$ cat config.mk
export PLATFORM = sky130hd
export DESIGN_NAME = seg_debug_display_flat
export DESIGN_NICKNAME = d
export VERILOG_FILES = /design/src/rtl/seg_debug_display_if.sv /design/src/rtl/seg_debug_display.sv /design/src/flat_wrapper.sv
export SDC_FILE = /design/constraint.sdc
export NUM_CORES = 1
export LEC_CHECK = 0
export CORE_ASPECT_RATIO = 0.6
export CORE_MARGIN = 3
export CORE_UTILIZATION = 45
export DETAILED_ROUTE_END_ITERATION = 6
export PLACE_DENSITY = 0.69
export SLEW_MARGIN = 15
export SYNTH_ARGS = -nofsm -noshare
export SYNTH_HDL_FRONTEND = slang
export SYNTH_SLANG_ARGS = --single-unit
export TNS_END_PERCENT = 50
$ cat constraint.sdc
create_clock -name clk_in -period 3 [get_ports clk_in]
set_input_delay 0.45 -clock clk_in [delete_from_list [all_inputs] [get_ports clk_in]]
set_output_delay 0.45 -clock clk_in [all_outputs]
set_load 0.01 [all_outputs]
$ cat src/rtl/seg_debug_display_if.sv
// Bundle of probe inputs, display controls and display outputs for the
// debug display. The display drives the outputs (slave side); the board
// top level or a bench drives the probe words and controls (master side).
interface seg_debug_display_if #(
    parameter int N_CH   = 4,
    parameter int DIGITS = 8
);
    localparam int CW = (N_CH > 1) ? $clog2(N_CH) : 1;

    logic [32*N_CH-1:0] i_data;
    logic               i_next;
    logic               i_auto;
    logic               i_freeze;
    logic               i_blank_lz;
    logic [7:0]         o_seg;
    logic [DIGITS-1:0]  o_sel;
    logic [CW-1:0]      o_ch;

    modport master (
        output i_data, i_next, i_auto, i_freeze, i_blank_lz,
        input  o_seg, o_sel, o_ch
    );

    modport slave (
        input  i_data, i_next, i_auto, i_freeze, i_blank_lz,
        output o_seg, o_sel, o_ch
    );
endinterface

$ cat src/rtl/seg_debug_display.sv
// Debug display: selects one of N_CH 32-bit probe words and scans its low
// DIGITS nibbles onto a multiplexed active-low 7-segment display. Channel
// stepping comes from a debounced push-button and an optional auto-rotate
// timer; the display can be frozen, leading zeros blanked, and the decimal
// point of digit <ch> marks the current channel.
module seg_debug_display #(
    parameter int N_CH        = 4,
    parameter int DIGITS      = 8,
    parameter int SCAN_DIV    = 50000,
    parameter int DEB_CYCLES  = 1000000,
    parameter int AUTO_PERIOD = 100000000
) (
    input  logic               clk_in,
    input  logic               reset,
    seg_debug_display_if.slave bus
);
    localparam int CW = (N_CH > 1) ? $clog2(N_CH) : 1;
    localparam int IW = (DIGITS > 1) ? $clog2(DIGITS) : 1;
    localparam int SW = $clog2(SCAN_DIV);
    localparam int DW = $clog2(DEB_CYCLES);
    localparam int AW = $clog2(AUTO_PERIOD);
    localparam int NW = 4 * DIGITS;

    localparam logic [CW-1:0] CH_LAST   = CW'(N_CH - 1);
    localparam logic [IW-1:0] IDX_LAST  = IW'(DIGITS - 1);
    localparam logic [SW-1:0] SCAN_LAST = SW'(SCAN_DIV - 1);
    localparam logic [DW-1:0] DEB_LAST  = DW'(DEB_CYCLES - 1);
    localparam logic [AW-1:0] AUTO_LAST = AW'(AUTO_PERIOD - 1);

    // Hex digit to {dp,g,f,e,d,c,b,a} pattern, active-low, dp off.
    function automatic logic [7:0] hex_pat(input logic [3:0] n);
        case (n)
            4'h0: hex_pat = 8'hC0;
            4'h1: hex_pat = 8'hF9;
            4'h2: hex_pat = 8'hA4;
            4'h3: hex_pat = 8'hB0;
            4'h4: hex_pat = 8'h99;
            4'h5: hex_pat = 8'h92;
            4'h6: hex_pat = 8'h82;
            4'h7: hex_pat = 8'hF8;
            4'h8: hex_pat = 8'h80;
            4'h9: hex_pat = 8'h90;
            4'hA: hex_pat = 8'h88;
            4'hB: hex_pat = 8'h83;
            4'hC: hex_pat = 8'hC6;
            4'hD: hex_pat = 8'hA1;
            4'hE: hex_pat = 8'h86;
            default: hex_pat = 8'h8E;
        endcase
    endfunction

    // Button path
    logic              sync1_q, sync2_q;
    logic              stable_q, stable_d;
    logic [DW-1:0]     deb_cnt_q, deb_cnt_d;
    logic              deb_q, deb_d, deb_prev_q;
    logic              btn_pulse;

    // Channel stepping
    logic [AW-1:0]     auto_cnt_q, auto_cnt_d;
    logic              auto_tick;
    logic              step;
    logic [CW-1:0]     ch_q, ch_d;
    logic              ch_chg_q;

    // Scan and display
    logic [SW-1:0]     scan_cnt_q, scan_cnt_d;
    logic [IW-1:0]     idx_q, idx_d;
    logic              scan_tick, frame_tick;
    logic [31:0]       sel_word;
    logic [NW-1:0]     disp_q, disp_d;
    logic [DIGITS-1:0] upper_zero;
    logic [3:0]        cur_nib;
    logic              marker;
    logic [7:0]        seg_q, seg_d;
    logic [DIGITS-1:0] sel_q, sel_d;

    // Two-flop synchroniser, debounce filter and edge-detect history.
    always_ff @(posedge clk_in or negedge reset) begin
        if (!reset) begin
            sync1_q    <= 1'b0;
            sync2_q    <= 1'b0;
            stable_q   <= 1'b0;
            deb_cnt_q  <= '0;
            deb_q      <= 1'b0;
            deb_prev_q <= 1'b0;
        end else begin
            sync1_q    <= bus.i_next;
            sync2_q    <= sync1_q;
            stable_q   <= stable_d;
            deb_cnt_q  <= deb_cnt_d;
            deb_q      <= deb_d;
            deb_prev_q <= deb_q;
        end
    end

    // Restart the stability count on any change; accept the level once it has held long enough.
    always_comb begin
        stable_d  = stable_q;
        deb_cnt_d = deb_cnt_q;
        deb_d     = deb_q;
        if (sync2_q != stable_q) begin
            stable_d  = sync2_q;
            deb_cnt_d = '0;
        end else if (deb_cnt_q == DEB_LAST) begin
            deb_d = stable_q;
        end else begin
            deb_cnt_d = deb_cnt_q + DW'(1);
        end
    end

    assign btn_pulse  = deb_q & ~deb_prev_q;
    assign auto_tick  = bus.i_auto && (auto_cnt_q == AUTO_LAST);
    assign step       = btn_pulse | auto_tick;
    assign scan_tick  = (scan_cnt_q == SCAN_LAST);
    assign frame_tick = scan_tick && (idx_q == IDX_LAST);
    assign sel_word   = bus.i_data[32*ch_q +: 32];
    assign cur_nib    = disp_q[4*idx_q +: 4];
    assign marker     = (32'(idx_q) == 32'(ch_q));

    // Next state for auto timer, channel, scan position and display register.
    always_comb begin
        auto_cnt_d = auto_cnt_q + AW'(1);
        if (!bus.i_auto || btn_pulse || auto_tick) begin
            auto_cnt_d = '0;
        end

        ch_d = ch_q;
        if (step) begin
            ch_d = (ch_q == CH_LAST) ? '0 : ch_q + CW'(1);
        end

        scan_cnt_d = scan_tick ? '0 : scan_cnt_q + SW'(1);
        idx_d      = idx_q;
        if (scan_tick) begin
            idx_d = (idx_q == IDX_LAST) ? '0 : idx_q + IW'(1);
        end

        // A channel change is picked up the cycle after ch_q moves, so the new word is selected.
        disp_d = disp_q;
        if (!bus.i_freeze && (ch_chg_q || frame_tick)) begin
            disp_d = sel_word[NW-1:0];
        end
    end

    // Channel, timer, scan and display-register state.
    always_ff @(posedge clk_in or negedge reset) begin
        if (!reset) begin
            auto_cnt_q <= '0;
            ch_q       <= '0;
            ch_chg_q   <= 1'b0;
            scan_cnt_q <= '0;
            idx_q      <= '0;
            disp_q     <= '0;
        end else begin
            auto_cnt_q <= auto_cnt_d;
            ch_q       <= ch_d;
            ch_chg_q   <= step;
            scan_cnt_q <= scan_cnt_d;
            idx_q      <= idx_d;
            disp_q     <= disp_d;
        end
    end

    // upper_zero[i] is set when nibbles i..DIGITS-1 of the shown word are all zero.
    always_comb begin
        logic run;
        run        = 1'b1;
        upper_zero = '0;
        for (int i = DIGITS - 1; i >= 0; i--) begin
            run           = run && (disp_q[4*i +: 4] == 4'h0);
            upper_zero[i] = run;
        end
    end

    // Compose the next digit enable and segment pattern on each scan tick.
    always_comb begin
        seg_d = seg_q;
        sel_d = sel_q;
        if (scan_tick) begin
            sel_d = ~(DIGITS'(1) << idx_q);
            if (bus.i_blank_lz && (idx_q != '0) && upper_zero[idx_q]) begin
                seg_d = 8'hFF;
            end else begin
                seg_d = hex_pat(cur_nib);
            end
            // The channel marker stays visible even on a blanked digit.
            seg_d[7] = ~marker;
        end
    end

    // Output registers; blank until the first scan tick after reset.
    always_ff @(posedge clk_in or negedge reset) begin
        if (!reset) begin
            seg_q <= 8'hFF;
            sel_q <= '1;
        end else begin
            seg_q <= seg_d;
            sel_q <= sel_d;
        end
    end

    assign bus.o_seg = seg_q;
    assign bus.o_sel = sel_q;
    assign bus.o_ch  = ch_q;
endmodule

$ cat src/flat_wrapper.sv
// flat-port wrapper written by rule: the top's interface ports become plain ports
module seg_debug_display_flat 
#(
    parameter int N_CH        = 4,
    parameter int DIGITS      = 8,
    parameter int SCAN_DIV    = 50000,
    parameter int DEB_CYCLES  = 1000000,
    parameter int AUTO_PERIOD = 100000000
)
  (clk_in, reset, bus_i_data, bus_i_next, bus_i_auto, bus_i_freeze, bus_i_blank_lz, bus_o_seg, bus_o_sel, bus_o_ch);
  seg_debug_display_if #(.N_CH(N_CH), .DIGITS(DIGITS)) bus_i ();
  input  logic clk_in;
  input  logic reset;
  input wire logic [$bits(bus_i.i_data)-1:0] bus_i_data;
  input wire logic [$bits(bus_i.i_next)-1:0] bus_i_next;
  input wire logic [$bits(bus_i.i_auto)-1:0] bus_i_auto;
  input wire logic [$bits(bus_i.i_freeze)-1:0] bus_i_freeze;
  input wire logic [$bits(bus_i.i_blank_lz)-1:0] bus_i_blank_lz;
  output wire logic [$bits(bus_i.o_seg)-1:0] bus_o_seg;
  output wire logic [$bits(bus_i.o_sel)-1:0] bus_o_sel;
  output wire logic [$bits(bus_i.o_ch)-1:0] bus_o_ch;
  assign bus_i.i_data = bus_i_data;
  assign bus_i.i_next = bus_i_next;
  assign bus_i.i_auto = bus_i_auto;
  assign bus_i.i_freeze = bus_i_freeze;
  assign bus_i.i_blank_lz = bus_i_blank_lz;
  assign bus_o_seg = bus_i.o_seg;
  assign bus_o_sel = bus_i.o_sel;
  assign bus_o_ch = bus_i.o_ch;
  seg_debug_display #(.N_CH(N_CH), .DIGITS(DIGITS), .SCAN_DIV(SCAN_DIV), .DEB_CYCLES(DEB_CYCLES), .AUTO_PERIOD(AUTO_PERIOD)) u_core (.clk_in(clk_in), .reset(reset), .bus(bus_i));
endmodule
# Yosys cells after proc, flatten, opt, wreduce, memory -nomap -nowiden
# Memory sizes are Yosys's and may differ from the RTL's.
# Cells that the tools add are included.
[word_totals]
reg_bits = 122
romBits = 112
wordCells = 74
n_memories = 1
[op_classes]
add_sub_neg = 5
order_cmp = 1
n_eq_ne = 8
shift = 3
mux = 9
n_bitwise = 6
reduce_logical = 27
[mem_list]
columns = ["name", "words", "width", "read_ports", "rd_ports_with_merged_regs", "wr", "line_no", "text"]
rows = [
  ["(name not given)", 16, 7, 1, 0, 0, "seg_debug_display.sv:32", "case (n)"],
]
[ops]
columns = ["op", "n"]
rows = [
  ["128-bit by 8-bit variable part select with 32-bit output", 1],
  ["20-bit two-way mux", 2],
  ["4-bit logical NOT", 8],
  ["32-bit by 6-bit variable part select with 4-bit output", 1],
  ["27-bit by 1-bit adder with 27-bit output, second input constant", 1],
  ["27-bit == test, second input constant", 1],
  ["27-bit two-way mux", 1],
  ["20-bit by 1-bit adder with 20-bit output, second input constant", 1],
  ["20-bit == test, second input constant", 1],
  ["16-bit by 1-bit adder with 16-bit output, second input constant", 1],
  ["16-bit == test, second input constant", 1],
  ["16-bit two-way mux", 1],
  ["1-bit logical AND", 12],
  ["8-bit inverter", 1],
  ["1-bit by 3-bit left shift with 8-bit output, first input constant", 1],
  ["7-bit two-way mux", 1],
  ["3-bit by 4-bit less-than comparator with 1-bit output, second input constant", 1],
  ["3-bit by 1-bit adder with 3-bit output, second input constant", 1],
  ["1-bit binary-select mux with 3-bit select", 1],
  ["3-bit by 2-bit == test with 1-bit output", 1],
  ["3-bit == test, second input constant", 1],
  ["1-bit logical OR", 3],
  ["3-bit two-way mux", 1],
  ["1-bit inverter", 3],
  ["other kinds (11)", 12],
]

# Logic depth before layout (Yosys ltp)
[logic_depth]
depth_word = 12
ltp_mapped = 9

# Least setup slack after synthesis
# OpenSTA, ideal clock, no wires.
[synth_path]
path_type = "reg2reg"
startpoint = "reg u_core.idx_q[1]"
endpoint = "reg u_core.seg_q[6], in the netlist u_core.bus.o_seg[6]"
arrival_time_ps = 2359
required_ps = 2899
setup_slack_ps = 540
stages_incl_launch_ff = 9
synth_period_minus_slack_ps = 2460
path_cell_list = "dfrtp_1 > buf_4 > mux4_2 > mux2i_1 > inv_1 > ha_1 > mux2_1 > a22oi_1 > a31oi_1"
[synth_between]
elab_chain_len = 4
[synth_lines]
columns = ["item", "line_no", "text"]
rows = [
  ["start, declared", "seg_debug_display.sv:68", "logic [IW-1:0] idx_q, idx_d;"],
  ["start signal, assigned", "seg_debug_display.sv:160", "idx_q <= idx_d;"],
  ["parallel branches: the longest is 3 deep, another holds memory read 16 x 7 bit", "--", ""],
  ["7-bit two-way mux *", "seg_debug_display.sv:182", "if (bus.i_blank_lz && (idx_q != '0) && upper_zero[idx_q]) begin"],
  ["end signal, assigned", "seg_debug_display.sv:198", "seg_q <= seg_d;"],
  ["end, declared", "seg_debug_display.sv:75", "logic [7:0] seg_q, seg_d;"],
]
# Every way passes the cells marked *. The select of a mux whose other input is x is not followed.
# A chain may end at the register's enable or synchronous reset.

# Worst setup path after layout
# Ends and elaborated chain as after synthesis.

==> parameters.txt <==
Parameter                              Value

Pwr
  Share of power burned in registers ... 40.2%
  Portion of total power attributed to the clock network ... between 50% and 60%
  Switching component of the power ... 0.959 mW
  IR Drop Worst-Case VDD ... roughly 0.43 mV
  Switching power share of the total ... 22.2%
  Internal cell power ... 3.37 mW
  Final total power ... approximately 4.3 mW
  Standby leakage power ... 3.64 nW
  Gate power share ... 9.2%
  Ratio of total power to cell area ... 476 nW/µm²

Floorplanning
  Area inside the core boundary ... 14100 µm²
  Die W ... 164 µm
  Number of primary I/O pins ... 152
  Standard-cell row count ... 33
  Die Area ... about 17000 µm²
  Die extent in y ... 101 µm
  Starting density of the core ... a little under half

Logic synthesis
  Syn. warnings ... 0
  Share of the synthesized netlist area taken by xor and xnor gates ... 7.41%
  Adder-cell share of the synthesized area ... 2.97%
  Most area-consuming cells after synthesis ... dfrtp_1 (39%), mux4_2 (13%), dfstp_2 (6.2%)
  Portion of synthesized cell area occupied by the leading cell type ... 39.4%
  Post-synth EDFFs ... 0
  Number of instances in the synthesized netlist ... 571
  Post-synth top area cell ... dfrtp_1
  Top_reg_cell synth ... dfrtp_1
  Share of async-settable or async-resettable flops after synthesis ... between 90% and 100%
  Cell with the most instances after synthesis ... dfrtp_1
  Number of register bits inferred by synthesis ... 122
  Post-Syn Nets ... 721
  Synth top cells by count ... dfrtp_1 (106), nor2_1 (87), mux4_2 (40)
  Share of the yosys chip area belonging to registers ... 45.6%
  Netlist area before placement ... between 6000 and 7000 µm²
  Post-synthesis cell type count ... 53
  Compound-Gate Fraction of Synth Area ... 4.40%
  Synthesized-area fraction occupied by and/or/nand/nor cells ... 15.0%
  Mean instance size in the synthesized netlist ... around 12 µm²
  Fraction of synthesized area in multiplexers ... 21.8%
  Dominant combinational cell family by area after synthesis ... multiplexers

Clock network
  Number of buffers inserted to repair setup after CTS ... 0
  Buffer depth of the longest clock path ... 2
  Number of clock buffers inserted by TritonCTS ... 17
  Clock insertion delay at the later pin of the skew report ... 0.41 ns
  Cell at the root of the clock tree ... clkbuf_16
  # clock sinks ... about 120
  CTS clk-pin slew, worst paths ... ~0.060 ns
  Count of cells resized by post-cts repair ... 0
  H-tree levels ... 4
  Post-cts hold buffer count ... 0
  CTS tree ... done

Finish
  Fraction of layout instances using a drive strength above 1 ... 19.8%
  Final Util ... 64.4%
  Multi-input combinational cell area ... around 3500 µm²
  Filler Cell Count ... 1089
  Diodes inserted ... 0
  Register Area ... 3070 µm²
  Nets ... a little under 900
  Final non-filler cell total ... 929
  Area Overhead vs Synth ... 35.0%

Setup path
  Number of cells on the worst reg-to-reg path ... 7
  CP max FO ... 14
  Crit path DAT ... around 3.0 ns
  Critical Path, Cell by Cell ... mux4_2, mux2i_1, inv_1, ha_1, mux2_1, a22oi_1, a31oi_1
  Worst setup SP type ... register
  Highest-delay cell along the critical path ... dfrtp_1
  Nature of the critical path endpoint ... register
  R2r setup slk ... approximately 0.33 ns
  Max incr delay on CP ... slightly above 0.7 ns
  Critical path start-end classification ... register to register
  Worst path required time ... about 3.3 ns

Hold path
  Class of the most critical hold timing path ... input pin to asynchronous set/reset pin

Routing
  Per-cell routed wire length ... 18.0 µm
  Starting DRT DRC Count ... 430
  Number of design rule violations left after detail routing ... 0
  Final wirelength ... 16.7 mm
  Number of nets with antenna violations after routing ... 0
  DRT Pass-1 Iters ... 5
  Routed vias/inst ... 5.58
  DR vias ... 5182

GRT
  Total routing usage reported by global routing ... approximately a fifth
  Largest net degree at the start of global routing ... 50
  Total gr overflow ... 0
  Wire length of the first global-routing pass ... roughly 27 mm
  Via count of the first global-routing pass ... 5257
  Initial antenna violation count ... 0

STA
  Count of endpoints failing setup in the final report ... 0
  Sum of negative setup slack ... 0 ns
  Pins over their slew limit ... 0
  Worst slew slack as a fraction of its limit ... 45.0%
  Setup ws final ... 0.326 ns
  Hold violation count in the final report ... 0
  Final Critical Period ... 2.67 ns
  Portion of the clock cycle consumed by the worst path in the final layout ... 89.1%
  Actual transition at the worst max-transition pin ... 0.822 ns
  Clock tree skew after final layout ... 0.0106 ns
  F_max ... 374 MHz
  Unrepaired setup endpoints after global routing ... false

Place
  Port buffer count ... between 150 and 200
  Worst slack at placement ... 0.354 ns
  Last weighted congestion value of the routability-driven placer ... between 0.8 and 0.9
  DP HPWL ... 12.9 mm
  DP Cell Count ... about 900

Run status
  Status ... finished clean

Job
  Number of maximum-capacitance constraint violations ... 0
## metrics by stage
stage / hold WS (ns) / cell area, µm²
after floorplan: 0.154 / 6730
after global placement: 0.335 / 8450
after detailed placement: 0.346 / 8450
after CTS: 0.0761 / 9090
after global routing: 0.0983 / 9090
final: 0.0578 / 9090
## cells by family after synthesis
group | count (synthesis)
compound gates | 42
xor+xnor | 57
fa+ha+maj | 16
buf+inv | 42
flops | 122
mux | 89
simple gates | 203
## cell type report
| cell class | instances | share of cell area [%] |
|---|---|---|
| Clock buffer | 18 | 4.83 |
| Clock inverter | 14 | 2.16 |
| Inverter | 14 | 0.578 |
| Multi-Input combinational cell | 407 | 38.2 |
| Sequential cell | 122 | 33.8 |
| Tap cell | 192 | 2.64 |
| Timing Repair Buffer | 162 | 17.8 |
## worst max-delay path, delay by kind of cell, from the launching register on
kind	cells	cell delay, ns
multiplexers	3	1.14
adder cells (fa/ha/maj)	1	0.27
AO/OA/AOI/OAI	2	0.31
buffers and inverters	1	0.12
flip-flops	1	0.72
## sequential cells by signal, summed over array words and instances, names as in the netlist
register and cells:
u_core.deb_q 1, u_core.scan_cnt_q 16, u_core.sync2_q 1, u_core.deb_cnt_q 20
u_core.deb_prev_q 1, u_core.bus.o_sel 8, u_core.auto_cnt_q 27, u_core.bus.o_seg 8
u_core.disp_q 32, u_core.stable_q 1, u_core.sync1_q 1, u_core.idx_q 3
u_core.ch_chg_q 1, u_core.bus.o_ch 2
## power by group through the flow
stage / clock, mW / sequential, mW / combinational (mW)
after detailed placement: 0 / 1.77 / 0.399
after global routing: 2.30 / 1.75 / 0.431
after CTS: 2.22 / 1.74 / 0.401
after floorplan: 0 / 1.75 / 0.155
final: 2.19 / 1.74 / 0.397
after global placement: 0 / 1.77 / 0.385
## layout by cell type (no fill, tap or decap), drive strengths merged, types with 14 or more instances in the layout
cell           instances
clkdlybuf4s50        150
dfrtp                106
nor2                  88
mux4                  40
mux2                  37
xor2                  36
nand3                 26
xnor2                 21
nand2                 20
clkbuf                18
ha                    16
dfstp                 16
inv                   14
## metal layers
layer  global-route usage, %  vias to the layer above  part of all wire [%]
met4                    5.20                        0                   1.0
li1                        -                     2391                     -
met2                    32.1                      180                    46
met5                       0                        -                     0
met3                    5.21                       21                   5.5
met1                    29.9                     2590                    48
## final timing paths
| check | start | endpoint |
|---|---|---|
| min reg2reg | u_core.sync1_q | u_core.sync2_q |
| max | u_core.idx_q[1] | u_core.bus.o_seg[6] |
| min | reset | u_core.disp_q[29] |
| max in group asynchronous | reset | u_core.bus.o_sel[3] |
| min in group clk_in | u_core.sync1_q | u_core.sync2_q |
| max reg2reg | u_core.idx_q[1] | u_core.bus.o_seg[6] |
No activity file was read; power rests on OpenSTA's default activity.
